### config.mk
export PLATFORM = sky130hd
export DESIGN_NAME = fpu_dp_divider_seq
export DESIGN_NICKNAME = d
export VERILOG_FILES = /design/src/rtl/fpu_dp_pkg.sv /design/src/rtl/fpu_dp_round_ne.sv /design/src/rtl/fpu_dp_divider_seq.sv
export SDC_FILE = /design/constraint.sdc
export NUM_CORES = 1
export LEC_CHECK = 0
export BUFFER_PORTS_ARGS = -buffer_cell sky130_fd_sc_hd__buf_2
export CORE_MARGIN = 2
export CORE_UTILIZATION = 60
export DETAILED_ROUTE_END_ITERATION = 10
export PLACE_DENSITY = 0.82
export SYNTH_ARGS = -nofsm -noshare
export SYNTH_HDL_FRONTEND = slang
export SYNTH_SLANG_ARGS = --single-unit
### constraint.sdc
create_clock -name clk -period 11.95 [get_ports clk]
set_clock_uncertainty 0.05 [all_clocks]
set_input_delay 1.7925 -clock clk [delete_from_list [all_inputs] [get_ports clk]]
set_output_delay 1.7925 -clock clk [all_outputs]
set_load 0.005 [all_outputs]
### src/rtl/fpu_dp_pkg.sv
// Shared constants, state encoding and flag helpers
// for the sequential double-precision divider.
package fpu_dp_pkg;

  localparam int EXP_BIAS = 1023;
  localparam int EXP_W    = 11;
  localparam int MANT_W   = 52;
  localparam int ITER_CNT = 55;

  localparam logic [63:0] QNAN = 64'h7FF8000000000000;

  localparam int FLG_INV = 3;
  localparam int FLG_DZ  = 2;
  localparam int FLG_OVF = 1;
  localparam int FLG_UNF = 0;

  typedef enum logic [1:0] {
    IDLE,
    ITER,
    ROUND,
    DONE
  } state_t;

  function automatic logic [3:0] mk_flags(
    input logic inv,
    input logic dz,
    input logic ovf,
    input logic unf
  );
    logic [3:0] f;
    f = '0;
    f[FLG_INV] = inv;
    f[FLG_DZ]  = dz;
    f[FLG_OVF] = ovf;
    f[FLG_UNF] = unf;
    return f;
  endfunction

endpackage

### src/rtl/fpu_dp_round_ne.sv
// Normalises a 55-bit restoring quotient, rounds it and
// packs the double result with overflow/underflow detection.
module fpu_dp_round_ne
  import fpu_dp_pkg::*;
#(
  parameter bit ROUND_EN = 1'b1
) (
  input  logic               [54:0] q,
  input  logic                      rem_nz,
  input  logic                      sign,
  input  logic signed        [12:0] exp_in,
  output logic               [63:0] result,
  output logic                      ovf,
  output logic                      unf
);

  logic [MANT_W-1:0] mant;
  logic [MANT_W:0]   sum;
  logic              guard;
  logic              sticky;
  logic              inc;
  logic signed [12:0] e;

  always_comb begin
    if (q[54]) begin
      mant   = q[53:2];
      guard  = q[1];
      sticky = q[0] | rem_nz;
      e      = exp_in;
    end else begin
      mant   = q[52:1];
      guard  = q[0];
      sticky = rem_nz;
      e      = exp_in - 13'sd1;
    end
    inc = ROUND_EN && guard && (sticky || mant[0]);
    sum = {1'b0, mant} + {{MANT_W{1'b0}}, inc};
    // mantissa carry leaves sum[51:0] at zero
    if (sum[MANT_W]) e = e + 13'sd1;
    ovf    = 1'b0;
    unf    = 1'b0;
    result = {sign, e[EXP_W-1:0], sum[MANT_W-1:0]};
    if (e >= 13'sd2047) begin
      ovf    = 1'b1;
      result = {sign, {EXP_W{1'b1}}, {MANT_W{1'b0}}};
    end else if (e <= 13'sd0) begin
      unf    = 1'b1;
      result = {sign, 63'b0};
    end
  end

endmodule

### src/rtl/fpu_dp_divider_seq.sv
// Multicycle double-precision divider: radix-2 restoring
// division, one quotient bit per clock, ready/valid on both sides.
module fpu_dp_divider_seq
  import fpu_dp_pkg::*;
#(
  parameter int WIDTH    = 64,
  parameter bit ROUND_EN = 1'b1
) (
  input  logic             clk,
  input  logic             rst_n,
  input  logic             in_valid,
  output logic             in_ready,
  input  logic [WIDTH-1:0] a,
  input  logic [WIDTH-1:0] b,
  output logic             out_valid,
  input  logic             out_ready,
  output logic [WIDTH-1:0] result,
  output logic [3:0]       flags
);

  state_t state, state_nxt;

  logic [5:0]         cnt;
  logic [52:0]        mb;
  logic [53:0]        rem;
  logic [54:0]        q;
  logic signed [12:0] exp_q;
  logic               sign;
  logic [63:0]        res_q;
  logic [3:0]         flg_q;

  logic [EXP_W-1:0] ea, eb;
  logic a_nan, a_inf, a_zero;
  logic b_nan, b_inf, b_zero;
  logic sgn;
  logic special;
  logic [63:0] sp_res;
  logic [3:0]  sp_flg;

  assign ea  = a[WIDTH-2 -: EXP_W];
  assign eb  = b[WIDTH-2 -: EXP_W];
  assign sgn = a[WIDTH-1] ^ b[WIDTH-1];

  assign a_zero = (ea == '0);
  assign b_zero = (eb == '0);
  assign a_inf  = (&ea) && (a[MANT_W-1:0] == '0);
  assign b_inf  = (&eb) && (b[MANT_W-1:0] == '0);
  assign a_nan  = (&ea) && (a[MANT_W-1:0] != '0);
  assign b_nan  = (&eb) && (b[MANT_W-1:0] != '0);

  // inf/0 is an exact infinity, so it is tested before x/0
  always_comb begin
    special = 1'b1;
    sp_res  = {sgn, 63'b0};
    sp_flg  = '0;
    if (a_nan | b_nan | (a_zero & b_zero) | (a_inf & b_inf)) begin
      sp_res = QNAN;
      sp_flg = mk_flags(1'b1, 1'b0, 1'b0, 1'b0);
    end else if (a_inf) begin
      sp_res = {sgn, {EXP_W{1'b1}}, {MANT_W{1'b0}}};
    end else if (b_zero) begin
      sp_res = {sgn, {EXP_W{1'b1}}, {MANT_W{1'b0}}};
      sp_flg = mk_flags(1'b0, 1'b1, 1'b0, 1'b0);
    end else if (a_zero | b_inf) begin
      sp_res = {sgn, 63'b0};
    end else begin
      special = 1'b0;
    end
  end

  logic        ge;
  logic [53:0] diff;

  assign ge   = (rem >= {1'b0, mb});
  assign diff = ge ? rem - {1'b0, mb} : rem;

  logic [63:0] rnd_res;
  logic        rnd_ovf;
  logic        rnd_unf;

  fpu_dp_round_ne #(
    .ROUND_EN (ROUND_EN)
  ) u_round (
    .q      (q),
    .rem_nz (rem != '0),
    .sign   (sign),
    .exp_in (exp_q),
    .result (rnd_res),
    .ovf    (rnd_ovf),
    .unf    (rnd_unf)
  );

  always_ff @(posedge clk) begin
    if (!rst_n) state <= IDLE;
    else        state <= state_nxt;
  end

  always_comb begin
    state_nxt = state;
    unique case (state)
      IDLE:  if (in_valid) state_nxt = special ? DONE : ITER;
      ITER:  if (cnt == 6'd0) state_nxt = ROUND;
      ROUND: state_nxt = DONE;
      DONE:  if (out_ready) state_nxt = IDLE;
    endcase
  end

  always_ff @(posedge clk) begin
    if (!rst_n) begin
      cnt   <= '0;
      mb    <= '0;
      rem   <= '0;
      q     <= '0;
      exp_q <= '0;
      sign  <= 1'b0;
      res_q <= '0;
      flg_q <= '0;
    end else begin
      unique case (state)
        IDLE: if (in_valid) begin
          sign  <= sgn;
          rem   <= {2'b01, a[MANT_W-1:0]};
          mb    <= {1'b1, b[MANT_W-1:0]};
          q     <= '0;
          cnt   <= 6'(ITER_CNT - 1);
          exp_q <= $signed(13'(ea) - 13'(eb) + 13'(EXP_BIAS));
          if (special) begin
            res_q <= sp_res;
            flg_q <= sp_flg;
          end
        end
        ITER: begin
          q   <= {q[53:0], ge};
          rem <= {diff[52:0], 1'b0};
          cnt <= (cnt == 6'd0) ? 6'd0 : cnt - 6'd1;
        end
        ROUND: begin
          res_q <= rnd_res;
          flg_q <= mk_flags(1'b0, 1'b0, rnd_ovf, rnd_unf);
        end
        default: ;
      endcase
    end
  end

  assign in_ready  = (state == IDLE);
  assign out_valid = (state == DONE);
  assign result    = res_q;
  assign flags     = flg_q;

endmodule
==> impl_metrics.py <==
metrics = {
    "status": {
        "status": "complete, no violations",
    },
    "synthesis": {
        "seq_area_frac_synth_pct": 29.1,
        "synth-edff-count": 0,
        "ys_types": 91,
        "dominantRegCellSynth": "dfxtp_1",
        "syn_inst": 2238,
        "synth_top_cell_by_area": "dfxtp_1",
        "avgSynthCellArea_um2": 7.74,
        "yosysTopAreaCellShare_pct": 29.1,
        "ys_async_sr_fraction_pct": 0,
        "ys_top_cells_by_area": "dfxtp_1 (29%), nand2_1 (6.1%), ha_1 (5.3%)",
        "syn_area_um2": 17300,
        "synth_common_cells": "nand2_1 (282), dfxtp_1 (252), a21oi_1 (177)",
        "synth-seq-cells": 252,
        "synth_most_common_cell": "nand2_1",
        "synth_fp_nets": 2446,
        "yosysWarnings": 0,
    },
    "sta": {
        "timing_hold_violations_final": 0,
        "rsz0062_at_grt": "false",
        "tns_ns": 0,
        "tightest_slew_ns": 0.978,
        "finalSetupViolCount": 0,
        "max_freq_ghz": 0.191,
        "final_max_slew_viol_count": 0,
        "period_share_pct": 43.9,
        "slew_headroom_pct": 34.2,
        "min_period_ns": 5.25,
    },
    "power": {
        "p_leak_nw": 7.49,
        "p_per_area_nw_per_um2": 276,
        "total_power_mw": 5.32,
        "ir_drop_uv": 194,
    },
    "floorplanning": {
        "ios": 202,
        "fp.dieH_um": 174,
        "core_area_um2": 28500,
        "row_count": 62,
        "die_w_um": 174,
        "initial_core_util_pct": 60.6,
        "dieArea_um2": 30200,
    },
    "critical_path": {
        "critPathRequiredTime_ns": 12.39,
        "cp-end-kind": "flop",
        "path_max_fanout": 53,
        "cp_data_arrival_time_ns": 5.69,
        "start_kind": "flop",
        "crit_type": "reg2reg",
    },
    "clock_network": {
        "cts_buffers": 28,
        "cts_max_level": 1,
        "insertion_delay_ns": 0.56,
        "cts.clk_slew.worst_paths_ns": 0.07,
        "post_cts_buffers": 0,
        "cts-hold-fix-buffers": 0,
        "cts.sinks": 252,
        "root_buffer": "clkbuf_16",
        "postCtsResizedCells": 0,
        "cts_tree": "yes",
        "clockBufferDepth": 3,
    },
    "placed_design": {
        "dpl.hpwl_mm": 37.8,
        "place_inst": 2677,
        "port_buffers": 201,
        "gp_congestion": 1.02,
    },
    "cells_and_area": {
        "area_growth_pct": 11.4,
        "fillers": 2473,
        "diodes": 0,
        "nNetsFinal": 2531,
        "final_cells": 2728,
        "final_util_pct": 67.6,
        "final_layout_size_suffix_gt1_share_pct": 12.6,
    },
    "grt": {
        "grt_max_degree": 87,
        "grt_overflow_total": 0,
        "grt_pass1_wl_mm": 83.4,
        "grt_pass1_vias": 16215,
        "grt_antenna_before_repair": 0,
        "grt_usage_pct": 33.2,
    },
    "detailed_routing": {
        "viasPerCell": 6.44,
        "vias": 17557,
        "ant_nets": 0,
        "post-route-drc-count": 0,
        "drtIter0Drc": 1754,
        "wl_per_cell_um": 19.1,
        "dr.pass1.iters": 6,
        "postRouteWirelength_mm": 52.2,
    },
    "min_path": {
        "min_path_type": "reg2reg",
    },
    "job": {
        "maxCapViolCount": 0,
    },
}
path summary, 6_finish.rpt:
path                              from          to  slack (ns)  cells after the start
worst max-delay path             q[54]  result[13]        6.70                     12
worst min register to register  mb[25]      mb[25]        0.40                      2
worst min-delay path            mb[25]      mb[25]        0.40                      2
worst max register to register   q[54]  result[13]        6.70                     12
critical path, cell delays in order, from the launching register on:
cell and delay (ns):
dfxtp_4 0.74, clkinv_1 0.75, mux2_2 0.53, inv_1 0.07, ha_1 0.26, nand3_1 0.16
or4b_1 0.69, nor4_4 0.19, xnor2_1 0.19, nor3_2 0.34, and3_1 0.38, o21a_4 0.54
a32o_1 0.24
registers in the layout, summed over array words and instances (netlist names):
name    count
sign        1
flags       4
mb         53
rem        54
state       2
q          55
exp_q      13
result     64
cnt         6
layout make-up:
type	count	area, um2	area share, %
timing repair buffer	214	1110	5.73
tap	384	480	2.49
clock buffer	41	852	4.42
inverter	111	417	2.16
sequential	252	5050	26.2
clock inverter	10	169	0.876
multi-input combinational	1716	11200	58.2
routing by layer:
layer / track usage [%] / up-vias / routed length [um]
met5: 0 / - / 0
li1: - / 8397 / -
met1: 43.6 / 8258 / 22000
met3: 4.80 / 136 / 3890
met4: 13.2 / 0 / 2130
met2: 55.0 / 766 / 24100
metrics by stage:
step | hold slack (ns) | worst slack, ns | area, um2
6_report | 0.403 | 6.70 | 19300
5_1_grt | 0.421 | 6.32 | 19300
4_1_cts | 0.406 | 6.77 | 19300
3_5_place_dp | 0.398 | 6.82 | 18300
3_3_place_gp | 0.394 | 6.98 | 18300
2_1_floorplan | 0.384 | 7.04 | 17300
logic make-up after synthesis:
family	share of synthesized area [%]
and+or+nand+nor	23.5
AOI/OAI and AO/OA	28.1
buffers and inverters	6.32
DFF	29.1
xor gates and xnor gates	5.49
adders and majority gates	5.58
muxes	1.83
layout by cell type, fill, tap and decap left out, types with 23 or more instances in the layout:
| master | Yosys | routed |
|---|---|---|
| nor2b_1 | 70 | 70 |
| a22oi_1 | 60 | 60 |
| nand4_1 | 34 | 34 |
| a311oi_1 | 29 | 29 |
| nor2_1 | 117 | 115 |
| and2_1 | 24 | 23 |
| dfxtp_1 | 252 | 251 |
| buf_2 | 14 | 200 |
| ha_1 | 74 | 73 |
| a32o_1 | 31 | 31 |
| nor3_1 | 47 | 47 |
| a22o_1 | 48 | 48 |
| clkbuf_16 | 0 | 30 |
| inv_1 | 109 | 109 |
| a211oi_1 | 27 | 27 |
| mux2i_1 | 26 | 26 |
| xor2_1 | 48 | 48 |
| nor4_1 | 61 | 61 |
| xnor2_1 | 58 | 58 |
| o21ai_0 | 85 | 85 |
| o211ai_1 | 42 | 42 |
| nand3_1 | 64 | 64 |
| nand2_1 | 282 | 281 |
| a21oi_1 | 177 | 177 |
| a21o_1 | 35 | 35 |
where the power goes:
| group | total, mW | switching (mW) | internal, mW | leakage, nW |
|---|---|---|---|---|
| sequential | 1.16 | 0.168 | 0.993 | 2.05 |
| clock | 0.951 | 0.369 | 0.582 | 0.501 |
| combinational | 3.21 | 2.03 | 1.18 | 4.94 |
| total | 5.32 | 2.57 | 2.75 | 7.49 |
(Power assumes the default switching activity.)
